===== src/rtl/bf16_pkg.sv =====
// Shared constants and types for the bfloat16 operand feeder.
package bf16_pkg;

    // Width of one bfloat16 operand or result.
    localparam int BF16_W = 16;

    // Default FIFO depth (operand pairs) and post-edge hold time (cycles).
    localparam int DEFAULT_DEPTH       = 4;
    localparam int DEFAULT_HOLD_CYCLES = 3;

    // Feeder sequencing states.
    typedef enum logic [1:0] {
        ST_IDLE        = 2'd0,
        ST_ISSUE       = 2'd1,
        ST_HOLD        = 2'd2,
        ST_WAIT_RESULT = 2'd3
    } feeder_state_e;

    // One queued operand pair, a in the upper half and b in the lower half.
    typedef struct packed {
        logic [BF16_W-1:0] a;
        logic [BF16_W-1:0] b;
    } bf16_pair_t;

endpackage


===== src/rtl/bf16_pair_fifo.sv =====
// Small FIFO of operand pairs with full/empty flags and an occupancy count.
// The head entry is visible combinationally so the consumer can capture it
// in the same cycle as the pop.
module bf16_pair_fifo #(
    parameter int DEPTH = 4,
    parameter int WIDTH = 32
) (
    input  logic                   clock,
    input  logic                   reset,
    input  logic                   push,
    input  logic [WIDTH-1:0]       push_data,
    input  logic                   pop,
    output logic [WIDTH-1:0]       head,
    output logic                   full,
    output logic                   empty,
    output logic [$clog2(DEPTH):0] level
);

    localparam int AW = $clog2(DEPTH);
    localparam logic [AW:0] FULL_LEVEL = (AW+1)'(DEPTH);

    logic [WIDTH-1:0] mem [DEPTH];
    logic [AW-1:0]    wr_ptr_reg;
    logic [AW-1:0]    rd_ptr_reg;
    logic [AW:0]      count_reg;
    logic             do_push;
    logic             do_pop;

    // A push is refused whenever full, even if a pop happens in the same cycle.
    assign do_push = push && !full;
    assign do_pop  = pop && !empty;

    assign full  = (count_reg == FULL_LEVEL);
    assign empty = (count_reg == '0);
    assign level = count_reg;
    assign head  = mem[rd_ptr_reg];

    // Storage write; entries need no reset because the pointers define validity.
    always_ff @(posedge clock) begin
        if (do_push) begin
            mem[wr_ptr_reg] <= push_data;
        end
    end

    // Pointer and occupancy bookkeeping; pointers wrap naturally (power-of-two depth).
    always_ff @(posedge clock or posedge reset) begin
        if (reset) begin
            wr_ptr_reg <= '0;
            rd_ptr_reg <= '0;
            count_reg  <= '0;
        end else begin
            if (do_push) begin
                wr_ptr_reg <= wr_ptr_reg + AW'(1);
            end
            if (do_pop) begin
                rd_ptr_reg <= rd_ptr_reg + AW'(1);
            end
            case ({do_push, do_pop})
                2'b10:   count_reg <= count_reg + (AW+1)'(1);
                2'b01:   count_reg <= count_reg - (AW+1)'(1);
                default: count_reg <= count_reg;
            endcase
        end
    end

endmodule


===== src/rtl/bf16_operand_feeder.sv =====
// Feeds queued bfloat16 operand pairs to a handshake-less adder that signals
// with a level "ready" flag. A rising edge of add_ready starts the hold window,
// the next rising edge after the window delivers the sum. Operand bits are
// never inspected, so NaN/Inf patterns pass through untouched.
module bf16_operand_feeder
    import bf16_pkg::*;
#(
    parameter int DEPTH       = DEFAULT_DEPTH,
    parameter int HOLD_CYCLES = DEFAULT_HOLD_CYCLES
) (
    input  logic                   clock,
    input  logic                   reset,
    input  logic                   in_valid,
    output logic                   in_ready,
    input  logic [BF16_W-1:0]      in_a,
    input  logic [BF16_W-1:0]      in_b,
    output logic [BF16_W-1:0]      add_a,
    output logic [BF16_W-1:0]      add_b,
    input  logic                   add_ready,
    input  logic [BF16_W-1:0]      add_sum,
    output logic                   out_valid,
    input  logic                   out_ready,
    output logic [BF16_W-1:0]      out_sum,
    output logic [$clog2(DEPTH):0] level,
    output logic                   busy
);

    localparam logic [1:0] IDLE        = ST_IDLE;
    localparam logic [1:0] ISSUE       = ST_ISSUE;
    localparam logic [1:0] HOLD        = ST_HOLD;
    localparam logic [1:0] WAIT_RESULT = ST_WAIT_RESULT;

    localparam int CW = (HOLD_CYCLES < 2) ? 1 : $clog2(HOLD_CYCLES + 1);
    localparam logic [CW-1:0] HOLD_LOAD = CW'(HOLD_CYCLES);

    logic [1:0]    state_reg;
    logic [CW-1:0] hold_cnt_reg;
    logic          ready_prev_reg;
    logic          ready_edge;
    logic          fifo_push;
    logic          fifo_pop;
    logic          fifo_full;
    logic          fifo_empty;
    bf16_pair_t    fifo_head;

    assign in_ready   = !fifo_full;
    assign fifo_push  = in_valid && !fifo_full;
    // Only one pair in flight, and never while a result is still waiting.
    assign fifo_pop   = (state_reg == IDLE) && !fifo_empty && !out_valid;
    assign ready_edge = add_ready && !ready_prev_reg;
    assign busy       = (state_reg != IDLE);

    bf16_pair_fifo #(
        .DEPTH (DEPTH),
        .WIDTH (2 * BF16_W)
    ) u_fifo (
        .clock     (clock),
        .reset     (reset),
        .push      (fifo_push),
        .push_data ({in_a, in_b}),
        .pop       (fifo_pop),
        .head      (fifo_head),
        .full      (fifo_full),
        .empty     (fifo_empty),
        .level     (level)
    );

    // Previous add_ready; resets high so a ready already asserted at release is not an edge.
    always_ff @(posedge clock or posedge reset) begin
        if (reset) begin
            ready_prev_reg <= 1'b1;
        end else begin
            ready_prev_reg <= add_ready;
        end
    end

    // Sequencer: pop, wait first edge, hold, wait second edge; operands only change on a pop.
    always_ff @(posedge clock or posedge reset) begin
        if (reset) begin
            state_reg    <= IDLE;
            hold_cnt_reg <= '0;
            add_a        <= '0;
            add_b        <= '0;
        end else begin
            case (state_reg)
                IDLE: begin
                    if (fifo_pop) begin
                        add_a     <= fifo_head.a;
                        add_b     <= fifo_head.b;
                        state_reg <= ISSUE;
                    end
                end
                ISSUE: begin
                    if (ready_edge) begin
                        hold_cnt_reg <= HOLD_LOAD;
                        state_reg    <= HOLD;
                    end
                end
                HOLD: begin
                    // Edges seen here are deliberately ignored.
                    if (hold_cnt_reg <= CW'(1)) begin
                        hold_cnt_reg <= '0;
                        state_reg    <= WAIT_RESULT;
                    end else begin
                        hold_cnt_reg <= hold_cnt_reg - CW'(1);
                    end
                end
                WAIT_RESULT: begin
                    if (ready_edge) begin
                        state_reg <= IDLE;
                    end
                end
                default: state_reg <= IDLE;
            endcase
        end
    end

    // Result register: capture on the delivering edge, hold until the consumer accepts.
    always_ff @(posedge clock or posedge reset) begin
        if (reset) begin
            out_valid <= 1'b0;
            out_sum   <= '0;
        end else if ((state_reg == WAIT_RESULT) && ready_edge) begin
            out_valid <= 1'b1;
            out_sum   <= add_sum;
        end else if (out_valid && out_ready) begin
            out_valid <= 1'b0;
        end
    end

endmodule


===== config.mk =====
export PLATFORM = sky130hd
export DESIGN_NAME = bf16_operand_feeder
export DESIGN_NICKNAME = d
export VERILOG_FILES = /design/src/rtl/bf16_pkg.sv /design/src/rtl/bf16_pair_fifo.sv /design/src/rtl/bf16_operand_feeder.sv
export SDC_FILE = /design/constraint.sdc
export NUM_CORES = 1
export LEC_CHECK = 0
export BUFFER_PORTS_ARGS = -buffer_cell sky130_fd_sc_hd__clkbuf_2
export CAP_MARGIN = 20
export CORE_MARGIN = 2
export CORE_UTILIZATION = 51
export DETAILED_ROUTE_END_ITERATION = 8
export PLACE_DENSITY = 0.75
export SLEW_MARGIN = 20
export SYNTH_ARGS = -nofsm -noshare
export SYNTH_HDL_FRONTEND = slang
export SYNTH_HIERARCHICAL = 1
export SYNTH_SLANG_ARGS = --single-unit

===== constraint.sdc =====
create_clock -name clock -period 2.3 [get_ports clock]
set_clock_uncertainty 0.1 [all_clocks]
set_input_delay 0.345 -clock clock [delete_from_list [all_inputs] [get_ports clock]]
set_output_delay 0.345 -clock clock [all_outputs]
set_load 0.03 [all_outputs]

==> flow_summary_export.csv, run 1 <==
group,metric,value,unit
synth,synthDistinctLibCells,35,
synth,synth_edf_count,128,
final_layout,largest_register,"u_fifo/mem",
clock_tree,cts_max_level,4,
global_route,grt-ovfl-total,0,
synth,synthMuxAreaShare,18.2,%
power_and_ir_drop,p_sw_share,33.6,%
setup_path,critPathBufInv,3,
place,pre_cts_slack,0.0825,ns
route,dr.first_iter.drc_count,156,
die,fp.coreArea,13900,um2
final_layout,final_cell_mix,"edfxtp_1 (128), clkbuf_2 (106), dfrtp_1 (55)",
sta,rsz0062_at_grt,"false",
synth,synth_area,7270,um2
final_layout,drive_gt1_share,51.3,%
setup_path,cp-end-kind,"flip-flop",
sta,max_freq,460,MHz
setup_path,required,2.53,ns
clock_tree,clkTransAtPathRegs,0.07,ns
power_and_ir_drop,p_leak,3.36,nW
route,drt_wl_total,12500,um
die,dieHeight,123,um
synth,async_flop_share,32.3,%
sta,fin_crit,2.17,ns
synth,syn_nets,407,
final_layout,largest_reg_flops,128,
final_layout,nets,537,
power_and_ir_drop,p_comb_share,36.2,%
route,drtPass1Iterations,4,
clock_tree,clk_latency,0.42,ns
route,drtAntennaViolNets,0,
synth,avgSynthCellArea,21.1,um2
clock_tree,cts.sinks,189,
route,post-route-drc-count,0,
sta,setup_viol,0,
place,gp_congestion,0.716,
place,numPortBuffers,106,
route,wire_per_inst,18.7,um
setup_path,path_delay_family,"adder cells",
global_route,grt_max_degree,35,
route,avgViaCountPerCell,5.34,
sta,finalCritPeriodShare,94.5,%
power_and_ir_drop,switching_power,0.00424,W
sta,hold_viol,0,
setup_path,crit_arrival,2.41,ns
global_route,antenna_found_initial,0,
route,dr_total_vias,3561,
synth,synth-simple-area-share,1.65,%
job,maxCapViolations,0,
die,die_area,15200,um2
power_and_ir_drop,power.total,0.0126,W
synth,yosysSeqAreaShare,73.9,%
power_and_ir_drop,sequentialPowerShare,41.5,%
min_path,holdCritPathClass,"input pin to flip-flop",
place,dpl.hpwl,8030,um
sta,setup_tns,0,ns
die,start_util,52.3,%
global_route,grt_pass1_wl,19500,um
clock_tree,cts-buffers-inserted,17,
power_and_ir_drop,intPower,0.00838,W
sta,setup_slack,0.127,ns
setup_path,max_stage_delay,0.41,ns
die,die_width,123,um
synth,synth-xor-area-share,0.844,%
sta,relSlewSlack,65.9,%
setup_path,cp_max_fo,3,
clock_tree,root_buffer,"clkbuf_16",
setup_path,crit_slowest_cell,"dfrtp_1",
global_route,grt_util_all_layers,17.9,%
setup_path,path_class,"flip-flop to flip-flop",
setup_path,start_kind,"flip-flop",
synth,synth_top_family_by_area,"multiplexers",
setup_path,crit_path_cell_trace,"inv_2, ha_4, inv_4, nor3_4, o31a_1, ha_2, inv_2, fa_2, xor2_1, nor2_1, xor2_1",
status,outcome,"completed",
synth,synthCells,344,
die,ios,107,
synth,synth-seq-cells,189,
sta,maxSlewViolCount,0,
synth,synth_fa_ha_area_share,1.83,%
synth,synth_compound_area_share,0.964,%
power_and_ir_drop,peakVddDrop,0.767,mV
sta,worst_slew_pin_slew,0.511,ns
power_and_ir_drop,clkPwrFrac,22.3,%
final_layout,area_growth,19.8,%
clock_tree,cts_tree,"built",
die,fp-row-count,43,
final_layout,final_common_cell,"edfxtp_1",
global_route,first_global_vias,3768,
final_layout,diodes,0,
clock_tree,cts_buffer_depth,2,
synth,yosys_warnings,6,
power_and_ir_drop,power.density,1450,nW/um2
synth,dominantRegCellSynth,"edfxtp_1",
power by group through the flow:
stage	Clock, W	Combinational, W	Sequential [W]
floorplan	0	0.00257	0.00606
global placement	0	0.00448	0.00523
detailed placement	0	0.00460	0.00531
CTS	0.00288	0.00462	0.00525
global route	0.00301	0.00496	0.00534
finish	0.00282	0.00457	0.00523
what timing repair did:
item                                    in CTS  in global routing
hold endpoints to repair                    22                  0
buffers inserted                             0                  1
hold buffers                                 2                  0
endpoints found under the setup margin       0                  1
gates resized for setup                      0                  3
area by class of cell:
class,count,area [um2]
sequential,189,5380
fill,985,5180
clock buffer,23,458
tap,180,225
inverter,15,58.8
timing repair buffer,123,738
multi-input combinational,128,1730
clock inverter,9,111
final timing paths:
kind	cells past startpoint	start	slack (ns)	to
worst max-delay path	11	state_reg[0]	0.13	u_fifo/level[2]
worst min-delay path	2	out_ready	0.04	out_valid
worst max register to register	11	state_reg[0]	0.13	u_fifo/level[2]
worst min register to register	1	add_b[12]	0.41	add_b[12]
max in group asynchronous	4	reset	1.10	ready_prev_reg
min in group asynchronous	3	reset	0.33	u_fifo/wr_ptr_reg[1]
through the flow:
stage | area, um2 | util [%] | hold slack [ns] | cells
6_report | 8700 | 62.7 | 0.0368 | 667
5_1_grt | 8700 | 62.7 | 0.0273 | 667
4_1_cts | 8680 | 62.5 | 0.0153 | 666
3_5_place_dp | 8090 | 58.3 | 0.215 | 632
3_3_place_gp | 8090 | 58.3 | 0.212 | 632
2_1_floorplan | 7280 | - | 0.0482 | 344
synthesized netlist by cell type (2+ instances only):
master	count	area share, %
o21ai_0	5	0.34
buf_2	3	0.21
nor2_1	2	0.10
and2_1	4	0.34
mux2i_1	2	0.28
mux4_2	28	8.7
nand2_1	2	0.10
inv_1	14	0.72
buf_6	5	0.77
ha_1	9	1.5
edfxtp_1	128	53
dfrtp_1	60	21
buf_12	3	0.83
xor2_1	4	0.48
mux2_2	50	7.7
xnor2_1	3	0.36
mux4_1	4	1.4
logic make-up (layout without fill, tap and decap cells):
kind of cell	Yosys count	after routing
buffers and inverters	27	170
adder cells (fa/ha/maj)	10	10
flip-flops	189	189
multiplexers	84	84
AND/OR/NAND/NOR	17	17
XOR/XNOR	7	7
AO/OA/AOI/OAI	10	10
routing by layer:
layer	routed length [um]	vias to the layer above	GRT usage [%]
li1	-	1599	-
met5	0	-	0
met3	710	10	5.95
met2	6410	90	31.1
met4	115	0	4.62
met1	5260	1862	21.6
Note: power is estimated with default switching activity, not from simulation.
==> run 2: changes to the inputs <==
==> constraint.sdc (replaced) <==
create_clock -name clock -period 2.3 [get_ports clock]
set_clock_uncertainty 0.1 [all_clocks]
set_input_delay 0.115 -clock clock [delete_from_list [all_inputs] [get_ports clock]]
set_output_delay 0.115 -clock clock [all_outputs]
set_load 0.03 [all_outputs]
==> run 2 against run 1 <==
  * Critical path depth did not move
  * Register-to-register slack got worse by 0.03 ns
  * Sequential power about the same
  * Routed wire length grew 3.0%
  * Setup slack got worse by 0.027 ns
  * Design area is 5.7% higher
  * Power is essentially flat
  * Clock power down 3%
  * Combinational power is 1% higher
  * Non-clock buffer count rose by 52
  * Critical path type unchanged
==> flow_summary_export.csv, run 2 (synthesis results as in run 1) <==
group,metric,value,unit
status,outcome,"completed",
route,drtAntennaViolNets,0,
setup_path,path_class,"flip-flop to flip-flop",
place,gp_congestion,0.723,
sta,setup_viol,0,
global_route,grt-ovfl-total,0,
setup_path,max_stage_delay,0.41,ns
global_route,antenna_found_initial,0,
global_route,grt_util_all_layers,18.2,%
sta,hold_viol,0,
die,dieHeight,123,um
job,maxCapViolations,0,
final_layout,num-fill-cells,906,
route,wire_per_inst,17.9,um
place,numPortBuffers,106,
clock_tree,clk_latency,0.42,ns
final_layout,drive_gt1_share,47.5,%
sta,maxSlewViolCount,0,
sta,fin_crit,2.20,ns
setup_path,cp-end-kind,"flip-flop",
final_layout,finalNonFillerCells,719,
sta,relSlewSlack,59.4,%
final_layout,final_cell_mix,"edfxtp_1 (128), clkbuf_2 (106), dfrtp_1 (55)",
clock_tree,root_buffer,"clkbuf_16",
setup_path,required,2.54,ns
power_and_ir_drop,power.total,0.0126,W
final_layout,regArea,5380,um2
power_and_ir_drop,p_leak,3.57,nW
sta,rsz0062_at_grt,"true",
final_layout,final_util,66.3,%
die,die_width,123,um
place,dpl.hpwl,7910,um
die,ios,107,
clock_tree,cts-buffers-inserted,17,
final_layout,diodes,0,
route,dr_total_vias,3706,
power_and_ir_drop,power.density,1370,nW/um2
die,die_area,15200,um2
route,drtPass1Iterations,4,
sta,holdWs,0.0938,ns
final_layout,nets,589,
setup_path,cp_max_fo,3,
setup_path,start_kind,"flip-flop",
place,place_inst,633,
sta,max_freq,455,MHz
clock_tree,clkTransAtPathRegs,0.06,ns
global_route,first_global_vias,3918,
place,placed_area,8100,um2
route,post-route-drc-count,0,
clock_tree,cts_max_level,4,
die,start_util,52.3,%
route,avgViaCountPerCell,5.15,
final_layout,area_growth,26.6,%
final_layout,fin_area,9200,um2
clock_tree,cts_buffer_depth,2,
final_layout,multi_input_area,1730,um2
sta,worst_slew_pin_slew,0.608,ns
setup_path,crit_path_cell_trace,"inv_2, ha_4, inv_4, nor3_4, o31a_1, ha_2, inv_2, fa_2, xor2_1, nor2_1, xor2_1",
final_layout,final_common_cell,"edfxtp_1",
final_layout,largest_register,"u_fifo/mem",
final_layout,largest_reg_flops,128,
die,fp-row-count,43,
min_path,holdCritPathClass,"input pin to async pin",
clock_tree,cts_tree,"built",
die,fp.coreArea,13900,um2
global_route,grt_max_degree,33,
power_and_ir_drop,peakVddDrop,0.764,mV
setup_path,crit_slowest_cell,"dfrtp_1",
clock_tree,cts.sinks,189,
route,dr.first_iter.drc_count,150,
sta,finalCritPeriodShare,95.6,%
route,drt_wl_total,12900,um
setup_path,crit_arrival,2.44,ns
global_route,grt_pass1_wl,20000,um
-- run 2: cell count changes in the layout (fill, tap and decap cells not counted) --
cell / previous run / this run
inv_8: 0 / 1
clkinv_4: 0 / 3
buf_4: 9 / 12
clkinv_2: 2 / 3
dlygate4sd3_1: 2 / 51
clkbuf_1: 5 / 2
nor3b_2: 0 / 1
inv_6: 3 / 1
nor3b_4: 1 / 0
bufinv_16: 2 / 1
clkinvlp_4: 2 / 3
-- run 2: critical path, delay by kind of cell, from the launching register on --
family                   cells  cell delay, ns
buffers and inverters        3            0.18
AO/OA/AOI/OAI                1            0.19
adder cells (fa/ha/maj)      3            0.68
flip-flops                   1            0.41
XOR/XNOR                     2            0.30
AND/OR/NAND/NOR              2            0.25
-- run 2: final cells by class --
class                   instances  share of cell area [%]
flip-flops and latches        189                    58.5
multi-input cells             128                    18.8
repair buffers                175                    13.6
clock buffers                  20                    4.86
well taps                     180                    2.45
clock inverters                12                    1.24
inverters                      15                   0.639
-- run 2: metal layers --
layer,part of all wire [%],vias up,track usage [%]
met3,5.5,7,5.03
met5,0,-,0
met1,43,1891,22.8
met4,0.82,0,5.54
li1,-,1702,-
met2,51,106,30.9
-- run 2: timing repair --
action | 4_1_cts | 5_1_grt
resized for setup | 0 | 2
endpoints found under the setup margin | 0 | 1
buffers inserted | 0 | 3
hold buffers | 51 | 0
hold endpoints to repair | 173 | 0
-- run 2: final timing paths --
kind                               from              endpoint  slack (ns)  cells past startpoint
min                               reset  u_fifo/wr_ptr_reg[1]        0.09                      3
min reg2reg                 out_sum[10]           out_sum[10]        0.41                      1
max in group asynchronous         reset        ready_prev_reg        1.27                      4
max reg2reg                state_reg[0]       u_fifo/level[2]        0.10                     11
max                        state_reg[0]       u_fifo/level[2]        0.10                     11
min in group clock             in_valid  u_fifo/wr_ptr_reg[0]        0.14                      4
-- run 2: metrics by stage --
step                      setup slack, ns  TNS, ns
after floorplan                    -0.181   -0.245
after global placement              0.147        0
after detailed placement           0.0418        0
after CTS                          0.0193        0
after global routing              -0.0435  -0.0435
final                               0.100        0
-- run 2: report_power, final --
part,internal (W),switching (W)
Combinational,0.00208,0.00255
Sequential,0.00473,0.000508
Clock,0.00153,0.00121
Total,0.00834,0.00427
